===== config.mk =====
export PLATFORM = sky130hd
export DESIGN_NAME = cmd_stream_arb
export DESIGN_NICKNAME = d
export VERILOG_FILES = /design/src/rtl/cmd_icd_pkg.sv /design/src/rtl/rr_grant.sv /design/src/rtl/cmd_stream_arb.sv
export SDC_FILE = /design/constraint.sdc
export NUM_CORES = 1
export LEC_CHECK = 0
export BUFFER_PORTS_ARGS = -buffer_cell sky130_fd_sc_hd__buf_2
export CAP_MARGIN = 10
export CORE_MARGIN = 4
export CORE_UTILIZATION = 51
export DETAILED_ROUTE_END_ITERATION = 8
export PLACE_DENSITY = 0.86
export SYNTH_ARGS = -nofsm -noshare
export SYNTH_HDL_FRONTEND = slang
export SYNTH_SLANG_ARGS = --single-unit
export TNS_END_PERCENT = 30

===== constraint.sdc =====
create_clock -name clk -period 5.3 [get_ports clk]
set_input_delay 0.53 -clock clk [delete_from_list [all_inputs] [get_ports clk]]
set_output_delay 0.53 -clock clk [all_outputs]
set_load 0.1 [all_outputs]

===== src/rtl/cmd_icd_pkg.sv =====
// Shared types for the command-stream path: arbiter states, the output word
// layout and the round-robin pointer increment.
package cmd_icd_pkg;

  typedef enum logic [1:0] {
    IDLE  = 2'd0,
    XFER  = 2'd1,
    DRAIN = 2'd2
  } arb_state_t;

  localparam int CMD_ARB_MAX_SRC = 8;
  localparam int CMD_W           = 32;

  typedef struct packed {
    logic             last;
    logic [CMD_W-1:0] data;
  } cmd_word_t;

  // Explicit wrap so non-power-of-2 source counts stay in range.
  function automatic int rr_next(input int idx, input int n);
    return (idx >= n - 1) ? 0 : idx + 1;
  endfunction

endpackage


===== src/rtl/rr_grant.sv =====
// Combinational round-robin pick: first requester at or after ptr, wrapping.
// Kept standalone so the response path can reuse it.
module rr_grant #(
  parameter  int N = 4,
  localparam int W = (N > 1) ? $clog2(N) : 1
) (
  input  logic [N-1:0] req,
  input  logic [W-1:0] ptr,
  output logic         any,
  output logic [W-1:0] grant
);

  logic [W-1:0] idx;

  // Walk the rotated order backwards so the nearest requester is written last.
  always_comb begin
    any   = 1'b0;
    grant = '0;
    idx   = '0;
    for (int k = N - 1; k >= 0; k--) begin
      idx = W'((int'(ptr) + k) % N);
      if (req[idx]) begin
        any   = 1'b1;
        grant = idx;
      end
    end
  end

endmodule


===== src/rtl/cmd_stream_arb.sv =====
// Command-granular round-robin arbiter onto one outbound stream, with a
// one-entry output register and a stall watchdog that drops a hung grant.
module cmd_stream_arb
  import cmd_icd_pkg::*;
#(
  parameter  int NUM_SRC = 4,
  parameter  int TIMEOUT = 100000,
  localparam int IDW     = $clog2(NUM_SRC)
) (
  input  logic                  clk,
  input  logic                  rst,
  input  logic [NUM_SRC-1:0]    asi_cmd_valid,
  input  logic [NUM_SRC*32-1:0] asi_cmd_data,
  input  logic [NUM_SRC-1:0]    asi_cmd_last,
  output logic [NUM_SRC-1:0]    asi_cmd_ready,
  output logic                  aso_cmd_valid,
  output logic [31:0]           aso_cmd_data,
  output logic                  aso_cmd_last,
  input  logic                  aso_cmd_ready,
  output logic [IDW-1:0]        grant_id,
  output logic                  busy,
  output logic                  err_valid,
  output logic [IDW-1:0]        err_src
);

  localparam logic [31:0] WD_LAST = 32'(TIMEOUT - 1);

  arb_state_t                  state, state_nxt;
  logic [IDW-1:0]              ptr, rr_gnt;
  logic                        rr_any;
  logic [NUM_SRC-1:0][31:0]    src_data;
  logic [31:0]                 wd_cnt;
  cmd_word_t                   out_q;
  logic                        out_room, src_acc, out_acc, progress, wd_fire, grant_load;

  assign src_data     = asi_cmd_data;
  assign aso_cmd_data = out_q.data;
  assign aso_cmd_last = out_q.last;

  rr_grant #(.N(NUM_SRC)) u_rr (
    .req   (asi_cmd_valid),
    .ptr   (ptr),
    .any   (rr_any),
    .grant (rr_gnt)
  );

  assign busy     = (state == XFER) || (state == DRAIN);
  assign out_room = !aso_cmd_valid || aso_cmd_ready;
  assign out_acc  = aso_cmd_valid && aso_cmd_ready;
  assign src_acc  = (state == XFER) && asi_cmd_valid[grant_id] && out_room;
  assign progress = src_acc || out_acc;
  assign wd_fire  = busy && !progress && (wd_cnt == WD_LAST);

  // Ready is the only combinational output: it follows downstream ready directly.
  always_comb begin
    asi_cmd_ready = '0;
    if (state == XFER) asi_cmd_ready[grant_id] = out_room;
  end

  always_comb begin
    state_nxt  = state;
    grant_load = 1'b0;
    case (state)
      IDLE: begin
        if (rr_any) begin
          grant_load = 1'b1;
          state_nxt  = XFER;
        end
      end
      XFER: begin
        if (wd_fire) state_nxt = IDLE;
        else if (src_acc && asi_cmd_last[grant_id]) state_nxt = DRAIN;
      end
      DRAIN: begin
        if (wd_fire || out_acc) state_nxt = IDLE;
      end
      default: state_nxt = IDLE;
    endcase
  end

  always_ff @(posedge clk) begin
    if (rst) begin
      state         <= IDLE;
      ptr           <= '0;
      grant_id      <= '0;
      out_q         <= '0;
      aso_cmd_valid <= 1'b0;
      wd_cnt        <= '0;
      err_valid     <= 1'b0;
      err_src       <= '0;
    end else begin
      state     <= state_nxt;
      err_valid <= wd_fire;
      if (wd_fire) err_src <= grant_id;
      if (grant_load) begin
        grant_id <= rr_gnt;
        ptr      <= IDW'(rr_next(int'(rr_gnt), NUM_SRC));
      end
      if (grant_load || progress) wd_cnt <= '0;
      else if (busy)              wd_cnt <= wd_cnt + 32'd1;
      // An abort discards whatever is parked in the output register.
      if (wd_fire) aso_cmd_valid <= 1'b0;
      else if (src_acc) begin
        aso_cmd_valid <= 1'b1;
        out_q         <= '{last: asi_cmd_last[grant_id], data: src_data[grant_id]};
      end else if (out_acc) aso_cmd_valid <= 1'b0;
    end
  end

endmodule

# Word-level counts from Yosys, hierarchy flattened
# Cells that the tools add are included.
# op_classes
eq_ne,6
order_cmp,7
n_bitwise,2
reduce_logical,20
muxes,35
add_sub_neg,5
# op_table
op,count
32-bit binary-select mux with 2-bit select,1
32-bit by 1-bit adder with 32-bit output (second input constant),1
32-bit by 17-bit equality test with 1-bit output (second input constant),1
32-bit 2-to-1 mux,1
2-bit 2-to-1 mux,9
2-bit by 3-bit less-than comparator with 1-bit output (second input constant),5
1-bit 2-to-1 mux,15
1-bit binary-select mux with 2-bit select,6
1-bit logical AND,7
2-bit case mux with 3 select lines,1
1-bit logical OR,5
2-bit by 1-bit adder with 2-bit output (second input constant),2
2-bit adder (second input constant),2
4-bit AND,1
4-bit 2-to-1 mux,1
2-bit OR reduction,2
3-bit by 2-bit inequality test with 1-bit output (second input constant),1
3-bit AND reduction,1
1-bit demux with 2-bit select,1
2-bit by 1-bit equality test with 1-bit output (second input constant),1
2-bit equality test (second input constant),1
2-bit by 1-bit >= comparator with 1-bit output (second input constant),1
2-bit >= comparator (second input constant),1
1-bit zero test,2
6 further kinds,6
# word_totals
regBits,75
word_cells,84
out_inout_bits,44

# Logic depth before layout (Yosys ltp)
# logic_depth
depth_word,11
ltp_mapped,9

# By module
# Synthesis repeated with hierarchy kept, for this count alone.
# hier_totals
hier_cells,433
hier_area_um2,3998.8
# by_module_without_submodules
mod,seq_area_each_um2,n_inst,area_each_um2,cells_per_inst
cmd_stream_arb,1501.4,1,3921.3,420
rr_grant,0.0,1,77.6,13

# Least setup slack after synthesis
# No wires, ideal clock.
# synth_path
kind,register to output
startpoint,register grant_id[0]
endpoint,output port asi_cmd_ready[1]
arrival_time_ns,3.838
path_stages_with_launch,5
required_time_ns,4.770
path_slack_ns,0.932
n_path_buf,2
cell_sequence,dfxtp_1 -> buf_2 -> buf_2 -> inv_1 -> nor3_1
# synth_between
elab_chain_cells,6
word_cells_on_any_way,7
# synth_lines
element,line,text
from (decl),cmd_stream_arb.sv:20,"output logic [IDW-1:0] grant_id,"
from (signal assigned),cmd_stream_arb.sv:96,grant_id <= rr_gnt;
2-bit by 3-bit less-than comparator with 1-bit output (implied by the code) or 2-bit by 1-bit >= comparator with 1-bit output (tied branches),cmd_stream_arb.sv:57,if (state == XFER) asi_cmd_ready[grant_id] = out_room;
1-bit logical AND (implied by the code),cmd_stream_arb.sv:57,
1-bit 2-to-1 mux (implied by the code),cmd_stream_arb.sv:57,
1-bit demux with 2-bit select *,cmd_stream_arb.sv:57,
4-bit AND (no line) *,--,
4-bit 2-to-1 mux *,cmd_stream_arb.sv:57,
to (decl),cmd_stream_arb.sv:15,"output logic [NUM_SRC-1:0] asi_cmd_ready,"
# Every way passes the cells marked *; elsewhere a longest branch is shown, timed or not.

# Worst setup path after layout
# layout_path
startpoint,register grant_id[0]
endpoint,register wd_cnt[31]
# layout_between
elab_chain_cells,7
# layout_lines
element,line,text
1-bit binary-select mux with 2-bit select,cmd_stream_arb.sv:50,assign src_acc = (state == XFER) && asi_cmd_valid[grant_id] && out_room;
1-bit 2-to-1 mux (implied by the code),cmd_stream_arb.sv:50,
1-bit logical AND (2 in series),cmd_stream_arb.sv:50,
1-bit logical OR,cmd_stream_arb.sv:51,assign progress = src_acc || out_acc;
1-bit logical OR,cmd_stream_arb.sv:99,if (grant_load || progress) wd_cnt <= '0;
2-bit OR reduction (no line),--,
to (signal assigned),cmd_stream_arb.sv:100,else if (busy) wd_cnt <= wd_cnt + 32'd1;
to (decl),cmd_stream_arb.sv:32,logic [31:0] wd_cnt;
# Every way passes these cells. The select of a mux whose other input is x is not followed.
# A chain may end at the register's enable or synchronous reset.

==> metrics.md <==
| Metric | Value |
|---|---|
| Skew final | `0.008505 ns` |
| Post-Synth Adder-Cell Area | `1.237%` |
| Simple-gate share of the synthesized area | `22.83%` |
| Die height | `97.06 um` |
| CTS tree | `built` |
| Place WS | `2.002 ns` |
| Unrepaired setup endpoints after global routing | `false` |
| Post-synth EDFFs | `0` |
| PwrDens | `435.0 mW/mm2` |
| CP Cell Sequence | `buf_4 > mux4_2 > a31oi_1 > nand2_1 > or4_1 > o21ai_0` |
| Hold WC Path Type | `register to register` |
| Synth top area cells | `dfxtp_1 (37%), mux4_2 (19%), nand2_1 (7.4%), a21oi_1 (5.4%), nor2_1 (3.8%)` |
| Fmax | `0.3054 GHz` |
| Worst Hold Depth | `2` |
| Min-Delay Startpoint | `aso_cmd_data[4]` |
| Largest delay share family, worst path | `simple AND/OR/NAND/NOR gates` |
| Initial core utilization | `52.35%` |
| Largest family of logic cells by synthesized area | `simple AND/OR/NAND/NOR gates` |
| Fill count | `579` |
| Core Box Area | `0.007727 mm2` |
| WHS | `0.4516 ns` |
| IO buf count | `182` |
| Crit Path Max Fanout | `40` |
| Final net count | `754` |
| FF-to-FF End | `wd_cnt[31]` |
| Global placement routability congestion | `0.9042` |
| Worst-margin pin slew | `1.118 ns` |
| CP max-delay cell | `or4_1` |
| CP Capture Type | `register` |
| Detailed-route via count | `4055` |
| Synth Warn # | `0` |
| Synthesized area | `0.004045 mm2` |
| Post-CTS resize count | `0` |
| Max Transition Viols Final | `0` |
| Share of cells above drive strength 1 | `39.19%` |
| Post-synth ARST share | `0%` |
| Multi-input logic area | `0.002382 mm2` |
| Clk slew on worst S/H paths | `0.07 ns` |
| Antenna violations before repair | `1` |
| Startpoint types | `register` |
| Post-CTS Setup Bufs | `0` |
| R2r setup slk | `2.03 ns` |
| CTS Buffer Depth | `2` |
| Syn Nets | `586` |
| Util after Layout | `67.34%` |
| Yosys top cell area share | `37.12%` |
| Compound-Gate Fraction of Synth Area | `9.248%` |
| Peak VDD IR | `0.0002408 V` |
| Reg2reg start | `grant_id[0]` |
| Switching portion of total power | `47.38%` |
| TritonCTS Buffers | `9` |
| Outcome | `complete, no violations` |
| Setup TNS Final | `0 ns` |
| GRT overflow | `0` |
| Relative slew slack | `25.45%` |
| Internal power | `1.191 mW` |
| Die area | `0.009421 mm2` |
| Antenna viol nets, final | `0` |
| Ys flop type | `dfxtp_1` |
| Minimum clock period | `3.274 ns` |
| Crit Path Class | `register to register` |
| Number of synthesized register bits | `75` |
| Cells on worst reg2reg path | `6` |
| Seq pwr share | `29.9%` |
| Global-route wire length before repair | `19.13 mm` |
| Ports | `183` |
| Clock Latency Late Sink | `0.34 ns` |
| Hold endpoint | `aso_cmd_data[4]` |
| Sequential area share after synthesis | `37.12%` |
| Largest net degree at the start of global routing | `45` |
| Final worst-path cycle share | `61.78%` |
| Hold-fix buffer count after cts | `0` |
| Syn_area_per_cell | `9.131 um2` |
| Clk root buf | `clkbuf_8` |
| Core Rows | `32` |
| Via density | `5.656` |
| NetSw | `1.072 mW` |
| Ant. Diodes | `0` |
| DRC viols | `0` |
| Final WL | `11.90 mm` |
| Hold Violations, Final | `0` |
| WL/cell | `16.60 um` |
| Final HPWL DP | `9.182 mm` |
| Crit-path max cell delay | `0.72 ns` |
| Logic gate share of total power | `50.5%` |
| CTS Sinks | `75` |
| Synthesis-to-finish area growth | `28.64%` |
| Global Route Usage Sum | `24.96%` |
| Worst path arrival time | `3.54 ns` |
| Setup-failing EPs final | `0` |
| Initial DRT Pass Iterations | `5` |
| Maxcap violations | `0` |
| Post-Synth XOR/XNOR Area | `5.413%` |
| Buffers plus inverters on the worst setup path | `1` |
| Number of global-route vias before repair | `4047` |
| Mux cell area share after synthesis | `20.17%` |
| Clock power frac | `19.7%` |
| DR iter-0 viols | `243` |
| Post-synth top area cell | `dfxtp_1` |
| Syn Inst Count | `443` |
| H-tree levels | `3` |
| Seq. cell area | `0.001503 mm2` |
| Critical Path RT | `5.56 ns` |
| Yosys cell types | `44` |
| Setup WS post-layout | `2.026 ns` |
| Lkg Pwr | `2.111 nW` |
| Horizontal die dimension | `97.06 um` |
| Pwr Total | `2.264 mW` |
[power groups by stage]
stage	combinational, mW	clock (mW)	sequential [mW]
finish	1.14	0.446	0.676
global placement	1.11	0	0.684
floorplan	0.521	0	1.10
CTS	1.14	0.448	0.676
global route	1.21	0.474	0.686
detailed placement	1.14	0	0.688
[worst reg2reg max path, cell delays in order (launching register included)]
cell and delay, ns:
dfxtp_2 0.32, buf_4 0.54, mux4_2 0.68, a31oi_1 0.23
nand2_1 0.64, or4_1 0.72, o21ai_0 0.08
[Yosys cell counts (all sizes together) (2+ instances only)]
cell,count
nor3,8
mux4,34
buf,9
and3,7
nor4,12
and4,2
nand2,80
or4,5
dfxtp,75
o21ai,5
xor2,10
ha,4
nand4,8
clkbuf,19
xnor2,15
a31o,3
a211oi,4
mux2i,5
nand3,16
nand2b,3
or3,7
inv,13
nor2,41
a21oi,44
[how the worst max path moves through the flow]
stage | cells after the start | endpoint | from
6_report | 6 | wd_cnt[31] | grant_id[0]
5_1_grt | 6 | wd_cnt[31] | grant_id[0]
4_1_cts | 6 | wd_cnt[31] | grant_id[0]
3_5_place_dp | 6 | wd_cnt[31] | grant_id[0]
3_3_place_gp | 6 | wd_cnt[31] | grant_id[0]
2_1_floorplan | 4 | asi_cmd_ready[1] | grant_id[0]
[per-stage QoR]
stage,cells,instance area (um2)
floorplan,443,4045
global placement,701,4987
detailed placement,701,4987
CTS,716,5189
global route,717,5204
finish,717,5204
[layer usage]
metal | vias up | part of all wire (%) | wire, um | track usage (%)
met4 | 2 | 4.2 | 497 | 13.71
li1 | 1922 | - | - | -
met3 | 34 | 5.9 | 704 | 4.953
met5 | - | 0.059 | 7 | 0
met2 | 186 | 52 | 6219 | 43.79
met1 | 1911 | 38 | 4470 | 28.35
[area by class of cell]
cell class	instances	area share, %
multi-input combinational	327	45.78
sequential	75	28.88
timing repair buffer	185	18.08
clock buffer	11	2.909
tap	102	2.453
clock inverter	4	0.9618
inverter	13	0.9377
[registers in the layout, summed over array words and instances (netlist names)]
name / cells
aso_cmd_data: 32
aso_cmd_last: 1
aso_cmd_valid: 1
err_src: 2
err_valid: 1
grant_id: 2
ptr: 2
state: 2
wd_cnt: 32
[cells by family (layout without fill, tap and decap cells)]
kind of cell	Yosys count	in the layout
and+or+nand+nor	194	194
DFF	75	75
AOI/OAI and AO/OA	65	65
buffers and inverters	41	213
muxes	39	39
xor gates and xnor gates	25	25
adders and majority gates	4	4
[layout by cell type (no fill, tap or decap), types with 13 or more instances in the layout]
cell / n
dfxtp_1: 74
a21oi_1: 44
nand3_1: 16
inv_1: 13
buf_2: 182
xnor2_1: 15
mux4_2: 34
nor2_1: 41
nand2_1: 80
Power figures use the tool's default switching activity.
